[src/rtl/cpu_pkg.sv]
// Shared definitions for the trap arbiter: FSM states, cause-code width,
// default trap-value width and the interrupt cause-code formula.
package cpu_pkg;

    localparam int CAUSE_W      = 4;
    localparam int XLEN_DEFAULT = 64;

    typedef enum logic [1:0] {
        IDLE    = 2'd0,
        REQ     = 2'd1,
        HANDLER = 2'd2
    } state_e;

    // An interrupt's cause code is its source index followed by 2'b11.
    function automatic logic [CAUSE_W-1:0] irq_cause(input logic [1:0] idx);
        return {idx, 2'b11};
    endfunction

endpackage

[src/rtl/prio_enc.sv]
// Priority encoder producing both a one-hot grant and its index.
// MSB_FIRST=0 grants the lowest set bit, MSB_FIRST=1 the highest.
module prio_enc #(
    parameter int N         = 4,
    parameter bit MSB_FIRST = 1'b0,
    parameter int IDX_W     = (N > 1) ? $clog2(N) : 1
) (
    input  logic [N-1:0]     req_i,
    output logic [N-1:0]     onehot_o,
    output logic [IDX_W-1:0] idx_o,
    output logic             valid_o
);

    // Walk the bits in priority order and keep the first one that is set.
    always_comb begin
        onehot_o = '0;
        idx_o    = '0;
        valid_o  = 1'b0;
        for (int k = 0; k < N; k++) begin
            if (!valid_o && req_i[MSB_FIRST ? (N - 1 - k) : k]) begin
                valid_o  = 1'b1;
                idx_o    = IDX_W'(MSB_FIRST ? (N - 1 - k) : k);
                onehot_o[MSB_FIRST ? (N - 1 - k) : k] = 1'b1;
            end
        end
    end

endmodule

[src/rtl/trap_arbiter.sv]
// Trap arbiter: picks one exception or interrupt, presents it as a held
// request until acknowledged, and tracks handler activity until mret.
// Exceptions (lowest index first) always beat interrupts (highest index
// first); interrupts are only taken in IDLE on an instruction boundary.
module trap_arbiter
    import cpu_pkg::*;
#(
    parameter int               XLEN     = XLEN_DEFAULT,
    parameter int               N_EXC    = 5,
    parameter int               N_IRQ    = 3,
    parameter logic [N_IRQ-1:0] IRQ_EDGE = '0
) (
    input  logic                       clk,
    input  logic                       rst,
    input  logic [N_EXC-1:0]           exc_en,
    input  logic [N_EXC*CAUSE_W-1:0]   exc_code,
    input  logic [N_EXC*XLEN-1:0]      exc_val,
    input  logic [N_IRQ-1:0]           irq_lvl,
    input  logic [N_IRQ-1:0]           mie,
    input  logic                       mstatus_mie,
    input  logic                       retire,
    input  logic                       mret,
    input  logic                       trap_ack,
    output logic                       trap_req,
    output logic                       trap_is_irq,
    output logic [CAUSE_W-1:0]         trap_code,
    output logic [XLEN-1:0]            trap_val,
    output logic [N_IRQ-1:0]           irq_pending,
    output logic                       busy
);

    localparam int EXC_IDX_W = (N_EXC > 1) ? $clog2(N_EXC) : 1;
    localparam int IRQ_IDX_W = (N_IRQ > 1) ? $clog2(N_IRQ) : 1;

    state_e               state_q, state_d;
    logic                 is_irq_q, is_irq_d;
    logic [CAUSE_W-1:0]   code_q, code_d;
    logic [XLEN-1:0]      val_q, val_d;
    logic [N_IRQ-1:0]     prev_q;
    logic [N_IRQ-1:0]     edge_pend_q, edge_pend_d;

    logic [N_EXC-1:0]     exc_onehot;
    logic [EXC_IDX_W-1:0] exc_idx;
    logic                 exc_any;
    logic [N_IRQ-1:0]     irq_elig;
    logic [N_IRQ-1:0]     irq_onehot;
    logic [IRQ_IDX_W-1:0] irq_idx;
    logic                 irq_any;

    logic [CAUSE_W-1:0]   exc_cause;
    logic [XLEN-1:0]      exc_tval;
    logic                 exc_take;
    logic                 irq_take;

    // Lowest-index exception wins.
    prio_enc #(
        .N         (N_EXC),
        .MSB_FIRST (1'b0),
        .IDX_W     (EXC_IDX_W)
    ) u_exc_enc (
        .req_i    (exc_en),
        .onehot_o (exc_onehot),
        .idx_o    (exc_idx),
        .valid_o  (exc_any)
    );

    // Highest-index eligible interrupt wins.
    prio_enc #(
        .N         (N_IRQ),
        .MSB_FIRST (1'b1),
        .IDX_W     (IRQ_IDX_W)
    ) u_irq_enc (
        .req_i    (irq_elig),
        .onehot_o (irq_onehot),
        .idx_o    (irq_idx),
        .valid_o  (irq_any)
    );

    // mip view: level sources pass straight through, edge sources use the latched bit.
    always_comb begin
        for (int i = 0; i < N_IRQ; i++) begin
            irq_pending[i] = IRQ_EDGE[i] ? edge_pend_q[i] : irq_lvl[i];
        end
        irq_elig = irq_pending & mie;
    end

    // Select the winning exception's cause by index and its tval by one-hot AND-OR.
    always_comb begin
        exc_cause = exc_code[int'(exc_idx)*CAUSE_W +: CAUSE_W];
        exc_tval  = '0;
        for (int i = 0; i < N_EXC; i++) begin
            exc_tval = exc_tval | (exc_val[i*XLEN +: XLEN] & {XLEN{exc_onehot[i]}});
        end
    end

    // Capture decisions: exceptions are accepted outside REQ, interrupts only from IDLE.
    always_comb begin
        exc_take = exc_any && (state_q != REQ);
        irq_take = (state_q == IDLE) && !exc_any && irq_any && mstatus_mie && retire;
    end

    // Next-state and captured-field logic.
    always_comb begin
        state_d  = state_q;
        is_irq_d = is_irq_q;
        code_d   = code_q;
        val_d    = val_q;

        unique case (state_q)
            IDLE:    if (exc_any || irq_take) state_d = REQ;
            REQ:     if (trap_ack)            state_d = HANDLER;
            HANDLER: begin
                if (exc_any)                  state_d = REQ;
                else if (mret)                state_d = IDLE;
            end
            default:                          state_d = IDLE;
        endcase

        if (exc_take) begin
            is_irq_d = 1'b0;
            code_d   = exc_cause;
            val_d    = exc_tval;
        end else if (irq_take) begin
            is_irq_d = 1'b1;
            code_d   = irq_cause(2'(irq_idx));
            val_d    = '0;
        end
    end

    // Edge sources latch on a rising edge; a capture clears its bit unless a new edge arrives.
    always_comb begin
        edge_pend_d = ((edge_pend_q & ~(irq_take ? irq_onehot : '0))
                      | (irq_lvl & ~prev_q)) & IRQ_EDGE;
    end

    // State, captured trap fields and edge-detect history.
    always_ff @(posedge clk or negedge rst) begin
        if (!rst) begin
            state_q     <= IDLE;
            is_irq_q    <= 1'b0;
            code_q      <= '0;
            val_q       <= '0;
            prev_q      <= '0;
            edge_pend_q <= '0;
        end else begin
            state_q     <= state_d;
            is_irq_q    <= is_irq_d;
            code_q      <= code_d;
            val_q       <= val_d;
            prev_q      <= irq_lvl;
            edge_pend_q <= edge_pend_d;
        end
    end

    assign trap_req    = (state_q == REQ);
    assign busy        = (state_q == HANDLER);
    assign trap_is_irq = is_irq_q;
    assign trap_code   = code_q;
    assign trap_val    = val_q;

endmodule

[config.mk]
export PLATFORM = sky130hd
export DESIGN_NAME = trap_arbiter
export DESIGN_NICKNAME = d
export VERILOG_FILES = /design/src/rtl/cpu_pkg.sv /design/src/rtl/prio_enc.sv /design/src/rtl/trap_arbiter.sv
export SDC_FILE = /design/constraint.sdc
export NUM_CORES = 1
export LEC_CHECK = 0
export ABC_AREA = 1
export ABC_CLOCK_PERIOD_IN_PS = 1100
export BUFFER_PORTS_ARGS = -buffer_cell sky130_fd_sc_hd__buf_2
export CAP_MARGIN = 25
export CORE_AREA = 2 2 168 170
export DETAILED_ROUTE_END_ITERATION = 10
export DIE_AREA = 0 0 170 172
export GPL_ROUTABILITY_DRIVEN = 0
export MAX_ROUTING_LAYER = met4
export SLEW_MARGIN = 10
export SYNTH_ARGS = -nofsm -noshare
export SYNTH_HDL_FRONTEND = slang
export SYNTH_HIERARCHICAL = 1
export SYNTH_SLANG_ARGS = --single-unit
[constraint.sdc]
create_clock -name clk -period 1.1 [get_ports clk]
set_input_delay 0 -clock clk [delete_from_list [all_inputs] [get_ports clk]]
set_output_delay 0 -clock clk [all_outputs]
set_load 0.01 [all_outputs]
[Word level (Yosys, flattened, before mapping)]
Index checks and enable logic that the tools add are counted.
Word-level totals
  bits in registers: 71
  logic and storage cells: 73
  input port bits: 357
  bits in latches: 0
  RAM bits: 0
  memory bits (read-only): 0
  memories kept: 0
  output and inout bits: 74
Operators by class
  reductions and logical operators: 22
  divide/modulo/power cells: 0
  mux-type cells: 30
  shift-type cells: 1
  multiply operators: 0
  add/sub/neg operators: 0
  $lt $le $gt $ge: 0
  eq/ne operators: 6
  bitwise gates (word level): 10
Operators with widths (number)
  64-bit bitwise AND: 5
  64-bit bitwise OR: 4
  64-bit two-way mux: 2
  20-bit by 6-bit indexed part select with 4-bit output: 1
  2-bit two-way mux: 9
  1-bit two-way mux: 15
  1-bit logical AND: 11
  4-bit two-way mux: 2
  1-bit logical NOT: 7
  2-bit one-hot mux with 3 select lines: 1
  2-bit by 1-bit inequality test with 1-bit output, second input constant: 2
  3-bit bitwise AND: 1
  3-bit two-way mux: 1
  3-bit by 2-bit inequality test with 1-bit output, second input constant: 1
  3-bit AND reduction: 1
  2-bit by 1-bit equality test with 1-bit output, second input constant: 1
  2-bit equality test, second input constant: 1
  2-bit logical NOT: 1
  2-bit inequality test, second input constant: 1
  2-bit nonzero test: 1
  1-bit logical OR: 1

[Longest topological paths before layout]
  depth after elaboration: 21
  depth in mapped cells: 12
  gate-level depth less buffers: 11

[Cells and area by module]
The synthesis kept the hierarchy.
Modules (own cells, without submodules)
  trap_arbiter: area each 4800.9 sq um, instances 1, cells an instance 719, seq. area each 1776.7 sq um
  prio_enc at u_exc_enc: area each 91.3 sq um, instances 1, cells an instance 20, seq. area each 0.0 sq um
  prio_enc at u_irq_enc: area each 47.5 sq um, instances 1, cells an instance 10, seq. area each 0.0 sq um

[Worst setup path before layout]
No wires, ideal clock.
  path type: input -> register
  start point: in exc_en[1]
  end point: reg val_q[27], in the netlist trap_val[27]
  cell stages on the path: 9
  path slack: -175 ps
  path buffers: 3
  required time: 1035 ps
  arrival time: 1210 ps
  library setup time: 65 ps
  cell sequence: nor2_2 > nand2_1 > nor2_1 > buf_4 > buf_2 > clkbuf_1 > a22o_1 > o21ai_0 > nand2_1
On the way
  elaborated cells on any way between the ends: 31
  those cells by class: mux: 9; bitwise: 8; reduce/logical: 14
RTL lines
  start, declared: RTL line trap_arbiter.sv:15  | input logic [N_EXC-1:0] exc_en,
  1-bit logical AND *: RTL line prio_enc.sv:20  | if (!valid_o && req_i[MSB_FIRST ? (N - 1 - k) : k]) begin
  1-bit two-way mux *: RTL line prio_enc.sv:20
  1-bit logical NOT: RTL line prio_enc.sv:20
  1-bit logical AND: RTL line prio_enc.sv:20
  1-bit two-way mux *: RTL line prio_enc.sv:20
  1-bit logical NOT: RTL line prio_enc.sv:20
  1-bit logical AND: RTL line prio_enc.sv:20
  1-bit two-way mux *: RTL line prio_enc.sv:20
  1-bit logical NOT *: RTL line prio_enc.sv:20
  1-bit logical AND *: RTL line prio_enc.sv:20
  1-bit two-way mux *: RTL line prio_enc.sv:20
  via exc_onehot[4]: RTL line trap_arbiter.sv:42  | logic [N_EXC-1:0] exc_onehot;
  64-bit bitwise AND *: RTL line trap_arbiter.sv:92  | exc_tval = exc_tval | (exc_val[i*XLEN +: XLEN] & {XLEN{exc_onehot[i]}});
  64-bit bitwise OR *: RTL line trap_arbiter.sv:92
  64-bit two-way mux *: RTL line trap_arbiter.sv:119  | if (exc_take) begin
  end signal, assigned: RTL line trap_arbiter.sv:149  | val_q <= val_d;
  end, declared: RTL line trap_arbiter.sv:38  | logic [XLEN-1:0] val_q, val_d;
Mark *: on every way through the listed nets, which the timed path passes. The rest lies on a longest branch.
A chain may end at the register's enable or synchronous reset.

[Worst setup path in the final report]
  start point: reg state_q[0]
  end point: out busy
On the way
  word-level cells in the longest chain between the ends: 1
RTL lines
  start, declared: RTL line trap_arbiter.sv:35  | state_e state_q, state_d;
  start signal, assigned: RTL line trap_arbiter.sv:146  | state_q <= state_d;
  2-bit equality test: RTL line trap_arbiter.sv:156  | assign busy = (state_q == HANDLER);
  end, declared: RTL line trap_arbiter.sv:29  | output logic busy
No other way between the ends.

==> qor.yml <==
power:
  worst_ir_drop_vdd_uv: 834
  power.density_cell_area_nw_per_um2: 1670
  cellLeakagePower_nw: 4.97
final_layout:
  finish.instance_area_sq_um: 9170
  post_route_cells_drive_above_1_share: 0.428
  layout_overhead_on_the_synthesized_area_pct: 86.6
  final_nets: 1623
  non_filler_instance_count_after_layout: 1618
die:
  effective_utilization_at_floorplan: 0.179
  die_h_um: 172
  die_area_sq_um: 29200
  placement_rows: 61
  io_pins: 431
  core-area_sq_um: 27500
  die_width_um: 170
cts:
  cts-buffers-inserted: 9
  clk-insertion-delay-late_ns: 0.33
  clock_transition_at_path_regs_ns: 0.06
  cts.path.max_buffers: 2
  ctsRootBufferMaster: "sky130_fd_sc_hd__clkbuf_16"
  clock_sinks: 71
  tritoncts: "yes"
  cts_htree_levels: 3
place:
  area_post_placement_sq_um: 7660
  io_buffers: 430
  setup_slack_at_placement_ns: -0.313
  dp.final_hpwl_um: 17200
  placedCellCount: 1501
timing:
  final.setup.tns_ns: -14.51
  setup-violations-final: 72
  post-route-min-period_ns: 1.34
  max_slew_violation_count: 0
  final.setup_skew_ns: 0.00800
  rsz0062_at_grt: "yes"
  clock.fmax_mhz: 747
  worstMarginPinSlew_ns: 0.407
  slew_headroom: 0.729
  post-route-period-util: 1.22
  finalHoldViolations: 0
  setup_ws_ns: -0.238
grt:
  grt_max_degree: 72
  globalRouteTotalUtil: 0.154
  global_route.overflow_total: 0
  grt_pass1_vias: 6876
  antenna_found_initial: 1
  global_route_wire_length_before_repair_um: 34100
synthesis:
  syn-num-nets: 1102
  yosysWarningCount: 6
  post_synth_inst_count: 745
  syn_area_per_cell_sq_um: 6.60
  total_standard_cell_area_after_synthesis_sq_um: 4920
critical_path:
  setup.worst_path.class: "reg2out"
  critical_path_sink_type: "output port"
  worst_r2r_path_depth: 9
  worstPathRequired_ns: 1.10
  worstSetupStartpointType: "flop"
  critPathMaxFanout: 3
  arrival_ns: 1.34
route:
  detail_route.drc_violations: 0
  drtAntennaViolNets: 0
  wl_per_cell_um: 15.2
  drt-pass1-iter-count: 5
  number_of_design_rule_violations_left_by_the_first_detailed_router_iteration: 237
  vias: 7258
  postRouteWirelength_um: 24500
  vias_per_cell: 4.49
hold_path:
  worst_hold_path.num_cells: 4
  timing.hold.worst.class: "in2reg"
run_status:
  run_status: "finished with violations"
  failed_checks: "setup timing"
run:
  maxCapViolations: 0
[repair_timing]
item | in CTS | in global routing
buffers inserted | 9 | 3
hold buffers | 88 | 0
endpoints found under the hold margin | 110 | 0
cloned | 1 | 3
pin swaps | 5 | 3
endpoints found under the setup margin | 71 | 73
gates resized for setup | 20 | 36
[flip-flops by register name, summed over array words and instances, names as in the netlist]
signal and flops:
state_q 2, trap_code 4, trap_is_irq 1, trap_val 64
[per-stage QoR]
step	util	power [W]	hold WS, ns
2_1_floorplan	-	0.00779	-0.296
3_3_place_gp	0.279	0.0109	0.0512
5_1_grt	0.334	0.0165	0.00968
3_5_place_dp	0.279	0.0110	0.0517
6_report	0.334	0.0154	0.0150
4_1_cts	0.327	0.0148	0.000427
[cells in the final DEF, fill, tap and decap left out]
| cell type | instances |
|---|---|
| sky130_fd_sc_hd__o41ai_4 | 1 |
| sky130_fd_sc_hd__nor2_1 | 11 |
| sky130_fd_sc_hd__a21oi_1 | 3 |
| sky130_fd_sc_hd__inv_2 | 4 |
| sky130_fd_sc_hd__buf_12 | 12 |
| sky130_fd_sc_hd__clkbuf_16 | 12 |
| sky130_fd_sc_hd__nand2_1 | 325 |
| sky130_fd_sc_hd__nand3_1 | 77 |
| sky130_fd_sc_hd__buf_4 | 27 |
| sky130_fd_sc_hd__buf_16 | 2 |
| sky130_fd_sc_hd__nor2_4 | 6 |
| sky130_fd_sc_hd__buf_2 | 428 |
| sky130_fd_sc_hd__dfrtp_1 | 71 |
| sky130_fd_sc_hd__inv_4 | 3 |
| sky130_fd_sc_hd__clkinv_2 | 3 |
| sky130_fd_sc_hd__o21bai_4 | 1 |
| sky130_fd_sc_hd__clkbuf_1 | 3 |
| sky130_fd_sc_hd__a22o_1 | 64 |
| sky130_fd_sc_hd__diode_2 | 1 |
| sky130_fd_sc_hd__nand2_2 | 27 |
| sky130_fd_sc_hd__nor3_1 | 1 |
| sky130_fd_sc_hd__o21ai_2 | 2 |
| sky130_fd_sc_hd__clkinvlp_4 | 1 |
| sky130_fd_sc_hd__a21oi_2 | 1 |
| sky130_fd_sc_hd__buf_6 | 6 |
| sky130_fd_sc_hd__dlygate4sd3_1 | 88 |
| sky130_fd_sc_hd__inv_1 | 17 |
| sky130_fd_sc_hd__a31oi_1 | 1 |
| sky130_fd_sc_hd__nand2_4 | 2 |
| sky130_fd_sc_hd__o21ai_0 | 66 |
| sky130_fd_sc_hd__o22ai_2 | 1 |
| sky130_fd_sc_hd__nor2_2 | 5 |
[layer usage]
layer / GRT usage / up-vias / share of wire
met3: 0.0300 / 48 / 0.068
met4: 0.0762 / 0 / 0.034
met2: 0.278 / 377 / 0.51
li1: - / 3500 / -
met5: - / - / 0
met1: 0.161 / 3333 / 0.39
[power by group]
group / switching [W] / internal (W)
sequential: 0.000745 / 0.00384
clock: 0.00115 / 0.00152
combinational: 0.00441 / 0.00369
total: 0.00631 / 0.00904
[worst max-delay path, stage by stage, from the launching register on]
cell                      delay (ns)
sky130_fd_sc_hd__dfrtp_1        0.41
sky130_fd_sc_hd__buf_4          0.15
sky130_fd_sc_hd__buf_6          0.11
sky130_fd_sc_hd__buf_6          0.12
sky130_fd_sc_hd__nor2_2         0.08
sky130_fd_sc_hd__buf_2          0.15
[worst paths after layout]
| check | from | endpoint | slack (ns) |
|---|---|---|---|
| max | state_q[0]$_DFFE_PN0P_ | busy | -0.24 |
| min | exc_val[273] | trap_val[17]$_DFFE_PN0P_ | 0.02 |
| max reg2reg | state_q[1]$_DFFE_PN0P_ | trap_val[52]$_DFFE_PN0P_ | -0.23 |
| min reg2reg | trap_val[34]$_DFFE_PN0P_ | trap_val[34]$_DFFE_PN0P_ | 0.47 |
| max in group asynchronous | rst | trap_val[32]$_DFFE_PN0P_ | 0.55 |
| min in group asynchronous | rst | trap_val[17]$_DFFE_PN0P_ | 0.22 |
[layout make-up]
type	count	area (sq um)
Fill cell	2919	18300
Timing Repair Buffer	566	3660
Multi-Input combinational cell	594	2940
Sequential cell	71	1780
Tap cell	346	433
Clock buffer	12	236
Inverter	24	97.6
Clock inverter	4	22.5
Antenna cell	1	2.50
(Power assumes the default switching activity.)
